$ cat config.mk
export PLATFORM = sky130hd
export DESIGN_NAME = macro_io_arbiter
export DESIGN_NICKNAME = d
export VERILOG_FILES = /design/src/rtl/macro_io_arbiter.sv
export SDC_FILE = /design/constraint.sdc
export NUM_CORES = 1
export LEC_CHECK = 0
export BUFFER_PORTS_ARGS = -buffer_cell sky130_fd_sc_hd__buf_2
export CORE_UTILIZATION = 40
export CTS_BUF_LIST = sky130_fd_sc_hd__clkbuf_8 sky130_fd_sc_hd__clkbuf_16
export DETAILED_ROUTE_END_ITERATION = 7
export GPL_ROUTABILITY_DRIVEN = 1
export PLACE_DENSITY = 0.81
export SYNTH_ARGS = -nofsm -noshare
export SYNTH_HDL_FRONTEND = slang
export SYNTH_SLANG_ARGS = --single-unit
$ cat constraint.sdc
create_clock -name clk -period 2.26 [get_ports clk]
set_clock_uncertainty 0.15 [all_clocks]
set_input_delay 0.339 -clock clk [delete_from_list [all_inputs] [get_ports clk]]
set_output_delay 0.339 -clock clk [all_outputs]
set_load 0.01 [all_outputs]
$ cat src/rtl/macro_io_arbiter.sv
// Round-robin arbiter that time-shares the north pad bus between several macros.
// Each grant has a bounded tenure and is followed by a fixed bus-idle turnaround.
module macro_io_arbiter #(
  parameter int NUM_MACROS = 4,
  parameter int WIDTH      = 10,
  parameter int MAX_TENURE = 16,
  parameter int TURNAROUND = 1
) (
  input  logic                          clk,
  input  logic                          rst_n,
  input  logic [NUM_MACROS-1:0]         req,
  input  logic [NUM_MACROS-1:0]         rel,
  input  logic [NUM_MACROS*WIDTH-1:0]   mac_o,
  input  logic [NUM_MACROS*WIDTH-1:0]   mac_oe,
  input  logic [WIDTH-1:0]              pad_i,
  output logic [WIDTH-1:0]              mac_i,
  output logic [WIDTH-1:0]              pad_o,
  output logic [WIDTH-1:0]              pad_oe,
  output logic [NUM_MACROS-1:0]         gnt,
  output logic [$clog2(NUM_MACROS)-1:0] owner,
  output logic                          busy,
  output logic                          expired
);

  // state | meaning
  // IDLE  | bus free, arbitrating among pending requests
  // GRANT | one macro drives the pads, tenure counting
  // TURN  | bus held idle between owners
  typedef enum logic [1:0] {ST_IDLE, ST_GRANT, ST_TURN} state_t;

  localparam int OW = $clog2(NUM_MACROS);
  localparam int CW = $clog2(MAX_TENURE) + 1;
  localparam int TW = $clog2(TURNAROUND) + 1;
  localparam logic [CW-1:0] TEN_LAST  = CW'(MAX_TENURE - 1);
  localparam logic [TW-1:0] TURN_LOAD = TW'(TURNAROUND - 1);

  state_t                  state_q, state_d;
  logic [OW-1:0]           owner_q, owner_d;
  logic [OW-1:0]           ptr_q, ptr_d;
  logic [CW-1:0]           ten_q, ten_d;
  logic [TW-1:0]           turn_q, turn_d;
  logic [NUM_MACROS-1:0]   gnt_q, gnt_d;
  logic                    exp_q, exp_d;

  logic [2*NUM_MACROS-1:0] req_dbl;
  logic [OW-1:0]           pick;
  logic                    pick_vld;
  logic                    own_req, own_rel;
  logic                    ten_hit;

  assign mac_i   = pad_i;
  assign gnt     = gnt_q;
  assign owner   = owner_q;
  assign busy    = (state_q == ST_GRANT);
  assign expired = exp_q;
  assign req_dbl = {req, req};
  assign ten_hit = (ten_q == TEN_LAST);

  // Descending scan so the requester closest above ptr wins.
  always_comb begin
    int p;
    p        = 0;
    pick     = '0;
    pick_vld = 1'b0;
    for (int i = NUM_MACROS - 1; i >= 0; i--) begin
      if (req_dbl[int'(ptr_q) + i]) begin
        p = int'(ptr_q) + i;
        if (p >= NUM_MACROS) p = p - NUM_MACROS;
        pick     = OW'(p);
        pick_vld = 1'b1;
      end
    end
  end

  always_comb begin
    own_req = 1'b0;
    own_rel = 1'b0;
    for (int k = 0; k < NUM_MACROS; k++) begin
      if (owner_q == OW'(k)) begin
        own_req = req[k];
        own_rel = rel[k];
      end
    end
  end

  always_comb begin
    pad_o  = '0;
    pad_oe = '0;
    if (state_q == ST_GRANT) begin
      for (int k = 0; k < NUM_MACROS; k++) begin
        if (owner_q == OW'(k)) begin
          pad_o  = mac_o[k*WIDTH +: WIDTH];
          pad_oe = mac_oe[k*WIDTH +: WIDTH];
        end
      end
    end
  end

  always_comb begin
    state_d = state_q;
    owner_d = owner_q;
    ptr_d   = ptr_q;
    ten_d   = ten_q;
    turn_d  = turn_q;
    gnt_d   = gnt_q;
    exp_d   = 1'b0;
    unique case (state_q)
      ST_IDLE: begin
        gnt_d = '0;
        if (pick_vld) begin
          owner_d = pick;
          gnt_d   = NUM_MACROS'(1) << pick;
          ten_d   = '0;
          state_d = ST_GRANT;
        end
      end
      ST_GRANT: begin
        ten_d = ten_q + CW'(1);
        if (own_rel || !own_req || ten_hit) begin
          gnt_d   = '0;
          ptr_d   = (owner_q == OW'(NUM_MACROS - 1)) ? '0 : owner_q + OW'(1);
          turn_d  = TURN_LOAD;
          state_d = ST_TURN;
          // Only a pure timeout counts as forced termination.
          exp_d   = ten_hit && own_req && !own_rel;
        end
      end
      ST_TURN: begin
        gnt_d = '0;
        if (turn_q == '0) state_d = ST_IDLE;
        else              turn_d  = turn_q - TW'(1);
      end
      default: begin
        gnt_d   = '0;
        state_d = ST_IDLE;
      end
    endcase
  end

  always_ff @(posedge clk or negedge rst_n) begin
    if (!rst_n) begin
      state_q <= ST_IDLE;
      owner_q <= '0;
      ptr_q   <= '0;
      ten_q   <= '0;
      turn_q  <= '0;
      gnt_q   <= '0;
      exp_q   <= 1'b0;
    end else begin
      state_q <= state_d;
      owner_q <= owner_d;
      ptr_q   <= ptr_d;
      ten_q   <= ten_d;
      turn_q  <= turn_d;
      gnt_q   <= gnt_d;
      exp_q   <= exp_d;
    end
  end

endmodule

==> results of run 1 <==
registers in the layout, indices dropped and copies added (netlist names):
signal	flops
ten_q	5
gnt	4
owner	2
ptr_q	2
state_q	2
expired	1
worst reg2reg max path, delay by kind of cell, from the launching register on:
family	cells	cell delay [ns]
AOI/OAI and AO/OA	2	0.45
and+or+nand+nor	1	0.20
adders and majority gates	1	0.20
muxes	1	0.23
DFF	1	0.44
buffers and inverters	2	0.28
cell families (layout without fill, tap and decap cells):
group                      count (synthesis)  count (layout)  synth area share
and+or+nand+nor                           96              96             0.268
xor gates and xnor gates                   2               2           0.00994
adders and majority gates                  6               6            0.0426
muxes                                     22              22             0.125
AOI/OAI and AO/OA                         60              60             0.215
buffers and inverters                     36             146             0.112
DFF                                       16              16             0.227
metrics by stage:
stage	setup TNS, ns	utilization	setup WS, ns	hold WS [ns]
after floorplan	0	-	0.220	-0.107
after global placement	0	0.564	0.140	0.113
after detailed placement	0	0.564	0.0994	0.115
after CTS	-0.158	0.588	-0.0318	0.344
after global routing	-0.0948	0.625	-0.0253	0.361
final	0	0.625	0.0623	0.342
worst max-delay path by stage:
| stage | depth (start not counted) | from | endpoint |
|---|---|---|---|
| final | 6 | owner[0]$_DFFE_PN0P_ | pad_o[5] |
| after global routing | 8 | owner[1]$_DFFE_PN0P_ | pad_o[5] |
| after CTS | 8 | owner[1]$_DFFE_PN0P_ | pad_oe[5] |
| after detailed placement | 6 | owner[0]$_DFFE_PN0P_ | pad_o[9] |
| after global placement | 6 | owner[0]$_DFFE_PN0P_ | pad_o[9] |
| after floorplan | 6 | owner[0]$_DFFE_PN0P_ | pad_o[9] |
area by class of cell:
cell class	instances	area (µm²)
fill	384	1540
multi-input combinational	186	1240
timing repair buffer	137	798
sequential	16	402
tap	50	62.6
clock buffer	4	55.1
inverter	5	18.8
report_power, final:
group	switching [mW]	internal (mW)
Clock	0.0954	0.155
Sequential	0.0932	0.387
Combinational	1.29	1.13
Total	1.47	1.67
what timing repair did:
action                     4_1_cts  5_1_grt
buffers inserted                 0        6
hold buffers                     1        0
setup endpoints to repair       20       20
hold endpoints to repair        16        0
cloned                           0        1
pin swaps                        0        6
resized for setup                8       22
layer usage:
metal	wire, µm	track usage	vias to the layer above	part of all wire
li1	-	-	1061	-
met1	2330	0.306	970	0.42
met2	2850	0.347	75	0.51
met3	337	0.0367	8	0.060
met4	57	0.0391	0	0.010
met5	0	0	-	0
placed cells by master (no fill, tap or decap), types with 3 or more instances in the layout:
cell / Yosys / final
buf_2: 14 / 117
nand2_1: 40 / 39
o21ai_1: 33 / 27
mux2i_1: 22 / 22
nand3_1: 21 / 21
dfrtp_1: 16 / 15
buf_4: 10 / 11
nor2_1: 7 / 7
o21ai_2: 0 / 6
nor3_1: 5 / 5
nor2b_1: 5 / 4
o31ai_1: 4 / 4
a32o_1: 4 / 4
ha_1: 6 / 4
clkbuf_8: 0 / 4
buf_6: 1 / 4
nand2b_1: 4 / 3
inv_2: 1 / 3
a221oi_1: 4 / 3
nand3b_1: 3 / 3
a21oi_1: 3 / 3
nor3b_1: 3 / 3
==> metrics, run 1 <==
outcome finished, final reports clean; Die Y-Extent 68.4 µm; gr usage total 0.217; CTS H-tree depth 1; largest stage delay on the critical path approximately 0.44 ns; delay-heaviest family, CP buffers and inverters; ratio of cells with drive above 1 in the final layout 0.460; Final Critical Period 2.20 ns; I/O Buffers 117; CTS tree done; Routed WL per cell 14.0 µm; syn nets 344; Avg Cell Area, Syn between 7 and 8 µm²; Max Freq 455 MHz; max cap viols 0; Finished Layout Cells slightly below 400; initial DRC count between 80 and 90; share of the synthesized area in the top cell type 0.227; GPL Wtd Cong between 0.8 and 0.9; remaining antenna violation count 0; Post-Place Cells 386; Finish-stage setup viols 0; nets@finish 455; Tightest Hold Check Type reg2reg; Worst Setup Path Type reg2out; Peak supply drop 0.686 mV; area of the die 0.00468 mm²; vias in the first global route about 1700; post-synthesis cell area about 0.0018 mm²; Yosys top cell by area dfrtp_1; final period utilization 0.972; hold path depth 1; Hold Vio Cnt, Final 0; CP startpoint kind flop; slack of the worst reg-to-reg path 0.18 ns; max-slew violations 0; total CTS buffers 3; slowest CP cell dfrtp_2; top cells by count, synth 40 x nand2_1, 33 x o21ai_1, 22 x mux2i_1; unrepaired setup endpoints after global routing yes; Hold Path End gnt[3]$_DFFE_PN0P_; worst min-delay path startpoint gnt[3]$_DFFE_PN0P_; global route overflow 0; worst r2r src owner[0]$_DFFE_PN0P_; antenna violations before repair 0; largest cells by area after synthesis dfrtp_1 23%, mux2i_1 12%, o21ai_1 9.4%, nand2_1 8.5%, nand3_1 6.0%; CP required approximately 1.8 ns; First-pass DRT Iterations 4; clk sinks 16; Leak 1.25 nW; ys async rst share 1.00; crit-path max FO 16; Core ar. slightly above 0.004 mm²; clk root buf clkbuf_8; Slew @ Worst Pin 0.586 ns; remaining routing DRC violations 0; Reg clk slew, reported paths 0.06 ns; I/O Pins 138; Yosys warning count 0; count leader, synth nand2_1; Most used DFF post-synth dfrtp_1; Synth cell types 39; HPWL after detailed placement around 4200 µm; Slew headroom 0.607; area delta synth->final 45.9%; clk_lat worst skew 0.25 ns; reg2reg end ptr_q[0]$_DFFE_PN0P_; Power Density roughly 1200 mW/mm²; crit end category output port; Bufs on Longest Clock Path 2; final WL 5570 µm; via/cell ratio 5.31; routed vias 2114; Worst Path Buf+Inv 3; R2R depth 7; Post-synth EDFFs 0; final instance area 0.00257 mm²; Starting Density 0.428; Synth Instances 238; crit path DAT 1.71 ns; global-route wire length before repair roughly 7600 µm; largest net degree at the start of global routing 31; # diodes 0; die width 68.4 µm; share of the yosys chip area belonging to registers 0.227; Total Power 3.14 mW; worst path cell trace inv_2 > ha_1 > buf_8 > mux2i_1 > o21ai_1 > buf_2; Yosys reg bits 16; site row count 23; placed cell area 0.00232 mm²
Power figures use the tool's default switching activity.
==> inputs of run 2 (changes only) <==
Settings changed: PLACE_DENSITY 0.81 to 0.93, SKIP_LAST_GASP set to 1.
==> metrics, run 2 (synthesis results as in run 1) <==
worst path cell trace buf_4 > ha_4 > buf_6 > o21ai_0 > mux2i_1 > o21ai_1 > buf_2 (was inv_2 > ha_1 > buf_8 > mux2i_1 > o21ai_1 > buf_2); final period utilization 0.975 (was 0.972); Peak supply drop 0.676 mV (was 0.686 mV); site row count 23 (unchanged); global-route wire length before repair 8010 µm (was 7650 µm); Worst Path Buf+Inv 3 (unchanged); crit end category output port (unchanged); Finish-stage setup viols 0 (unchanged); gr usage total 0.225 (was 0.217); sequential power share 0.162 (was 0.153); area of the die 0.00468 mm² (unchanged); I/O Buffers 117 (unchanged); crit-path max FO 12 (was 16); final WL 5550 µm (was 5570 µm); area delta synth->final 41.2% (was 45.9%); Slew headroom 0.523 (was 0.607); most frequent cells in the layout 117 x buf_2, 40 x nand2_1, 32 x o21ai_1, 22 x mux2i_1, 21 x nand3_1 (was 117 x buf_2, 39 x nand2_1, 27 x o21ai_1, 22 x mux2i_1, 21 x nand3_1); Leak 1.21 nW (was 1.25 nW); slowest CP cell dfrtp_2 (unchanged); Power Density 1190 mW/mm² (was 1220 mW/mm²); clk root buf clkbuf_8 (unchanged); First-pass DRT Iterations 4 (unchanged); Max Freq 454 MHz (was 455 MHz); Final Critical Period 2.20 ns (about the same); crit path DAT 1.71 ns (about the same); Int Pwr 1.55 mW (was 1.67 mW); Tightest Hold Check Type reg2reg (unchanged); Final Core Density 0.605 (was 0.625); Post-Place Cells 385 (was 386); HPWL after detailed placement 4390 µm (was 4230 µm); max reg flops 5 (unchanged); nets@finish 451 (was 455); # diodes 0 (unchanged); CTS tree done (unchanged); CP startpoint kind flop (unchanged); Starting Density 0.428 (unchanged); I/O Pins 138 (unchanged); Worst Setup Path Type reg2out (unchanged); clk sinks 16 (unchanged); antenna violations before repair 0 (unchanged); CTS H-tree depth 1 (unchanged); ratio of cells with drive above 1 in the final layout 0.439 (was 0.460); most common cell after layout, fill and taps aside buf_2 (unchanged); Sw Pwr 1.42 mW (was 1.47 mW); clk_lat worst skew 0.25 ns (about the same); Gate power share 0.752 (was 0.768); Core ar. 0.00412 mm² (unchanged); initial DRC count 73 (was 89); largest net degree at the start of global routing 31 (unchanged); die width 68.4 µm (unchanged); remaining routing DRC violations 0 (unchanged); outcome finished, final reports clean (unchanged); Reg clk slew, reported paths 0.06 ns (about the same); Total Power 2.97 mW (was 3.14 mW); unrepaired setup endpoints after global routing yes (unchanged); vias in the first global route 1909 (was 1656); max-slew violations 0 (unchanged); Clock Power Share 0.087 (was 0.080); Routed WL per cell 14.1 µm (was 14.0 µm); max cap viols 0 (unchanged); Bufs on Longest Clock Path 2 (unchanged); largest stage delay on the critical path 0.44 ns (about the same); GPL Wtd Cong 0.920 (was 0.813); CP required 1.77 ns (about the same); Finished Layout Cells 394 (was 398); placed cell area 0.00233 mm² (was 0.00232 mm²); total CTS buffers 3 (unchanged); final instance area 0.00249 mm² (was 0.00257 mm²); via/cell ratio 5.44 (was 5.31); global route overflow 0 (unchanged); Sw Share 0.479 (was 0.469); Reg with most FFs ten_q (unchanged); Die Y-Extent 68.4 µm (unchanged); routed vias 2145 (was 2114); remaining antenna violation count 0 (unchanged); Hold Vio Cnt, Final 0 (unchanged); Slew @ Worst Pin 0.711 ns (was 0.586 ns); delay-heaviest family, CP buffers and inverters (unchanged)
## run 2: cell count changes in the layout (fill, tap and decap cells not counted), sizes merged
cell	change
clkbuf	-1
buf	-3
## run 2: layout make-up
type                       count  area, µm²
inverter                       5       18.8
timing repair buffer         133        736
tap                           50       62.6
fill                         364       1630
clock buffer                   4       55.1
multi-input combinational    186       1220
sequential                    16        402
## run 2: worst paths after layout
| check | from | slack, ns | depth (start not counted) | end |
|---|---|---|---|---|
| hold / removal | gnt[0]$_DFFE_PN0P_ | 0.34 | 1 | gnt[0]$_DFFE_PN0P_ |
| setup / recovery | owner[0]$_DFFE_PN0P_ | 0.06 | 7 | pad_o[7] |
| min in group asynchronous | rst_n | 0.38 | 2 | gnt[0]$_DFFE_PN0P_ |
| hold reg to reg | gnt[0]$_DFFE_PN0P_ | 0.34 | 1 | gnt[0]$_DFFE_PN0P_ |
| max in group asynchronous | rst_n | 1.29 | 2 | owner[0]$_DFFE_PN0P_ |
| setup reg to reg | owner[0]$_DFFE_PN0P_ | 0.15 | 7 | ptr_q[0]$_DFFE_PN0P_ |
## run 2: per-layer routing
metal | share of wire | wire length [µm] | GRT usage | vias to the layer above
met5 | 0 | 0 | 0 | -
met4 | 0.030 | 164 | 0.115 | 0
met3 | 0.090 | 500 | 0.0417 | 18
met2 | 0.50 | 2780 | 0.419 | 102
met1 | 0.38 | 2110 | 0.237 | 972
li1 | - | - | - | 1053
## run 2: what timing repair did
item	4_1_cts	5_1_grt
buffers inserted	0	4
endpoints found under the hold margin	16	0
resized for setup	11	6
setup endpoints to repair	11	19
hold buffers	1	0
pin swaps	0	2
## run 2: metrics by stage
stage,hold slack [ns],setup slack (ns),setup TNS [ns]
floorplan,-0.107,0.220,0
finish,0.345,0.0572,0
global placement,0.111,0.249,0
detailed placement,0.125,0.148,0
global route,0.369,-0.0596,-0.320
CTS,0.352,0.000175,0
## run 2: power groups by stage
stage          clock (mW)  combinational (mW)  sequential [mW]
5_1_grt             0.271                2.48            0.494
4_1_cts             0.267                2.12            0.486
6_report            0.257                2.23            0.481
2_1_floorplan           0                1.44            0.469
3_3_place_gp            0                2.00            0.475
3_5_place_dp            0                2.05            0.480
==> inputs of run 3 (changes only) <==
Clock period 2.26 ns to 2.1 ns, I/O delays scaled along.
==> metrics, run 3 (synthesis results as in run 1) <==
clk sinks 16 (unchanged); area delta synth->final 47.3% (was 41.2%); fin worst setup slack -0.0751 ns (was 0.0572 ns); final WL 5860 µm (was 5550 µm); most frequent cells in the layout 117 x buf_2, 37 x nand2_1, 31 x o21ai_1, 22 x mux2i_1, 21 x nand3_1 (was 117 x buf_2, 40 x nand2_1, 32 x o21ai_1, 22 x mux2i_1, 21 x nand3_1); Final Core Density 0.631 (was 0.605); Worst Path Buf+Inv 3 (unchanged); Peak supply drop 0.658 mV (was 0.676 mV); Sw Pwr 1.64 mW (was 1.42 mW); I/O Pins 138 (unchanged); antenna violations before repair 0 (unchanged); max cap viols 0 (unchanged); clk_lat worst skew 0.25 ns (about the same); Slew headroom 0.469 (was 0.523); Routed WL per cell 14.8 µm (was 14.1 µm); Sw Share 0.473 (was 0.479); vias in the first global route 1823 (was 1909); # diodes 0 (unchanged); initial DRC count 124 (was 73); Hold Vio Cnt, Final 0 (unchanged); HPWL after detailed placement 4390 µm (about the same); Register Area 403 µm² (was 402 µm²); crit end category output port (unchanged); Worst Setup Path Type reg2out (unchanged); Finish-stage setup viols 15 (was 0); die width 68.4 µm (unchanged); outcome complete, but fails checks (was finished, final reports clean); I/O Buffers 117 (unchanged); sequential power share 0.154 (was 0.162); largest stage delay on the critical path 0.46 ns (was 0.44 ns); pre-CTS WS 0.0426 ns (was 0.148 ns); Clock Power Share 0.079 (was 0.087); GPL Wtd Cong 0.816 (was 0.920); Slew @ Worst Pin 0.791 ns (was 0.711 ns); First-pass DRT Iterations 4 (unchanged); remaining routing DRC violations 0 (unchanged); nets@finish 454 (was 451); CP startpoint kind flop (unchanged); multi-input combinational cell area 0.00125 mm² (was 0.00122 mm²); clk root buf clkbuf_8 (unchanged); delay-heaviest family, CP flip-flops (was buffers and inverters); crit path DAT 1.71 ns (about the same); Die Y-Extent 68.4 µm (unchanged); worst r2r src owner[1]$_DFFE_PN0P_ (was owner[0]$_DFFE_PN0P_); remaining antenna violation count 0 (unchanged); R2R depth 7 (unchanged); most common cell after layout, fill and taps aside buf_2 (unchanged); final period utilization 1.04; routed vias 2164 (was 2145); Max Freq 460 MHz; CTS tree done (unchanged); Starting Density 0.428 (unchanged); largest net degree at the start of global routing 31 (unchanged); Power Density 1340 mW/mm² (was 1190 mW/mm²); area of the die 0.00468 mm² (unchanged); Core ar. 0.00412 mm² (unchanged); ratio of cells with drive above 1 in the final layout 0.461 (was 0.439); Bufs on Longest Clock Path 2 (unchanged); Reg clk slew, reported paths 0.07 ns (was 0.06 ns); Tightest Hold Check Type in2async (was reg2reg); Gate power share 0.767 (was 0.752); site row count 23 (unchanged); worst path cell trace inv_4 > ha_4 > buf_8 > nand2_1 > o21ai_2 > mux2i_1 > o21ai_1 > buf_2 (was buf_4 > ha_4 > buf_6 > o21ai_0 > mux2i_1 > o21ai_1 > buf_2); failing checks setup timing; Final Critical Period 2.18 ns; Reg with most FFs ten_q (unchanged); via/cell ratio 5.45 (was 5.44); Total Power 3.47 mW (was 2.97 mW); total CTS buffers 3 (unchanged); Int Pwr 1.83 mW (was 1.55 mW); CTS H-tree depth 1 (unchanged); CP required 1.63 ns (was 1.77 ns); global route overflow 0 (unchanged); max reg flops 5 (unchanged); reg2reg end ptr_q[0]$_DFFE_PN0P_ (unchanged); global-route wire length before repair 7940 µm (was 8010 µm); Critical path origin owner[0]$_DFFE_PN0P_ (unchanged); gr usage total 0.226 (was 0.225); placed cell area 0.00234 mm² (was 0.00233 mm²); max-slew violations 0 (unchanged); unrepaired setup endpoints after global routing yes (unchanged); slack of the worst reg-to-reg path 0.03 ns (was 0.15 ns); final instance area 0.00260 mm² (was 0.00249 mm²); Filler cells 363 (was 364); Leak 1.25 nW (was 1.21 nW); crit-path max FO 6 (was 12); slowest CP cell dfrtp_2 (unchanged)
==> run 3: changes by cell type in the layout (fill, tap and decap cells not counted), moves of 2 or more <==
cell | before | now
nand2_2 | 0 | 2
inv_4 | 0 | 2
clkbuf_16 | 0 | 2
nand2_1 | 40 | 37
inv_2 | 3 | 1
o21ai_2 | 1 | 3
==> run 3: through the flow <==
step	TNS (ns)	std cells	hold WS [ns]
floorplan	0	238	-0.131
global placement	0	387	0.0899
detailed placement	0	387	0.0959
CTS	-0.453	395	0.364
global route	-2.06	397	0.383
finish	-0.424	397	0.353
==> run 3: worst max-delay path by stage <==
stage          slack (ns)  cells after the start        end
6_report            -0.08                      8   pad_o[8]
5_1_grt             -0.13                      8   pad_o[3]
4_1_cts             -0.07                      8   pad_o[8]
3_5_place_dp         0.04                      6  pad_oe[9]
3_3_place_gp         0.13                      6  pad_oe[3]
2_1_floorplan        0.08                      6   pad_o[9]
==> run 3: cell type report <==
class                      count  area share
inverter                       5     0.00916
multi-input combinational    186       0.480
clock buffer                   4      0.0212
timing repair buffer         136       0.310
tap                           50      0.0241
sequential                    16       0.155
==> run 3: layer usage <==
metal / up-vias / GRT usage / share of wire
met5: - / 0 / 0
met4: 0 / 0.0469 / 0.014
met3: 12 / 0.0317 / 0.077
met2: 103 / 0.440 / 0.52
met1: 991 / 0.255 / 0.39
li1: 1058 / - / -
==> run 3: what timing repair did <==
action | in CTS | in global routing
hold endpoints to repair | 16 | 0
hold buffers | 1 | 0
setup endpoints to repair | 21 | 21
gates resized for setup | 21 | 12
buffers inserted | 2 | 0
pin swaps | 1 | 14
cloned | 1 | 2
==> run 3: power by group through the flow <==
| stage | clock network, mW | logic [mW] | registers (mW) |
|---|---|---|---|
| after floorplan | 0 | 1.55 | 0.505 |
| after global placement | 0 | 2.19 | 0.504 |
| after detailed placement | 0 | 2.25 | 0.512 |
| after CTS | 0.277 | 2.46 | 0.523 |
| after global routing | 0.290 | 2.88 | 0.552 |
| final | 0.275 | 2.66 | 0.534 |
==> run 3: worst reg2reg max path: stages, from the launching register on <==
cell and delay, ns:
dfrtp_2 0.43, inv_4 0.07, ha_4 0.20, clkbuf_16 0.18, nand4bb_1 0.22, o211ai_1 0.31
mux2i_1 0.28, o311ai_1 0.12
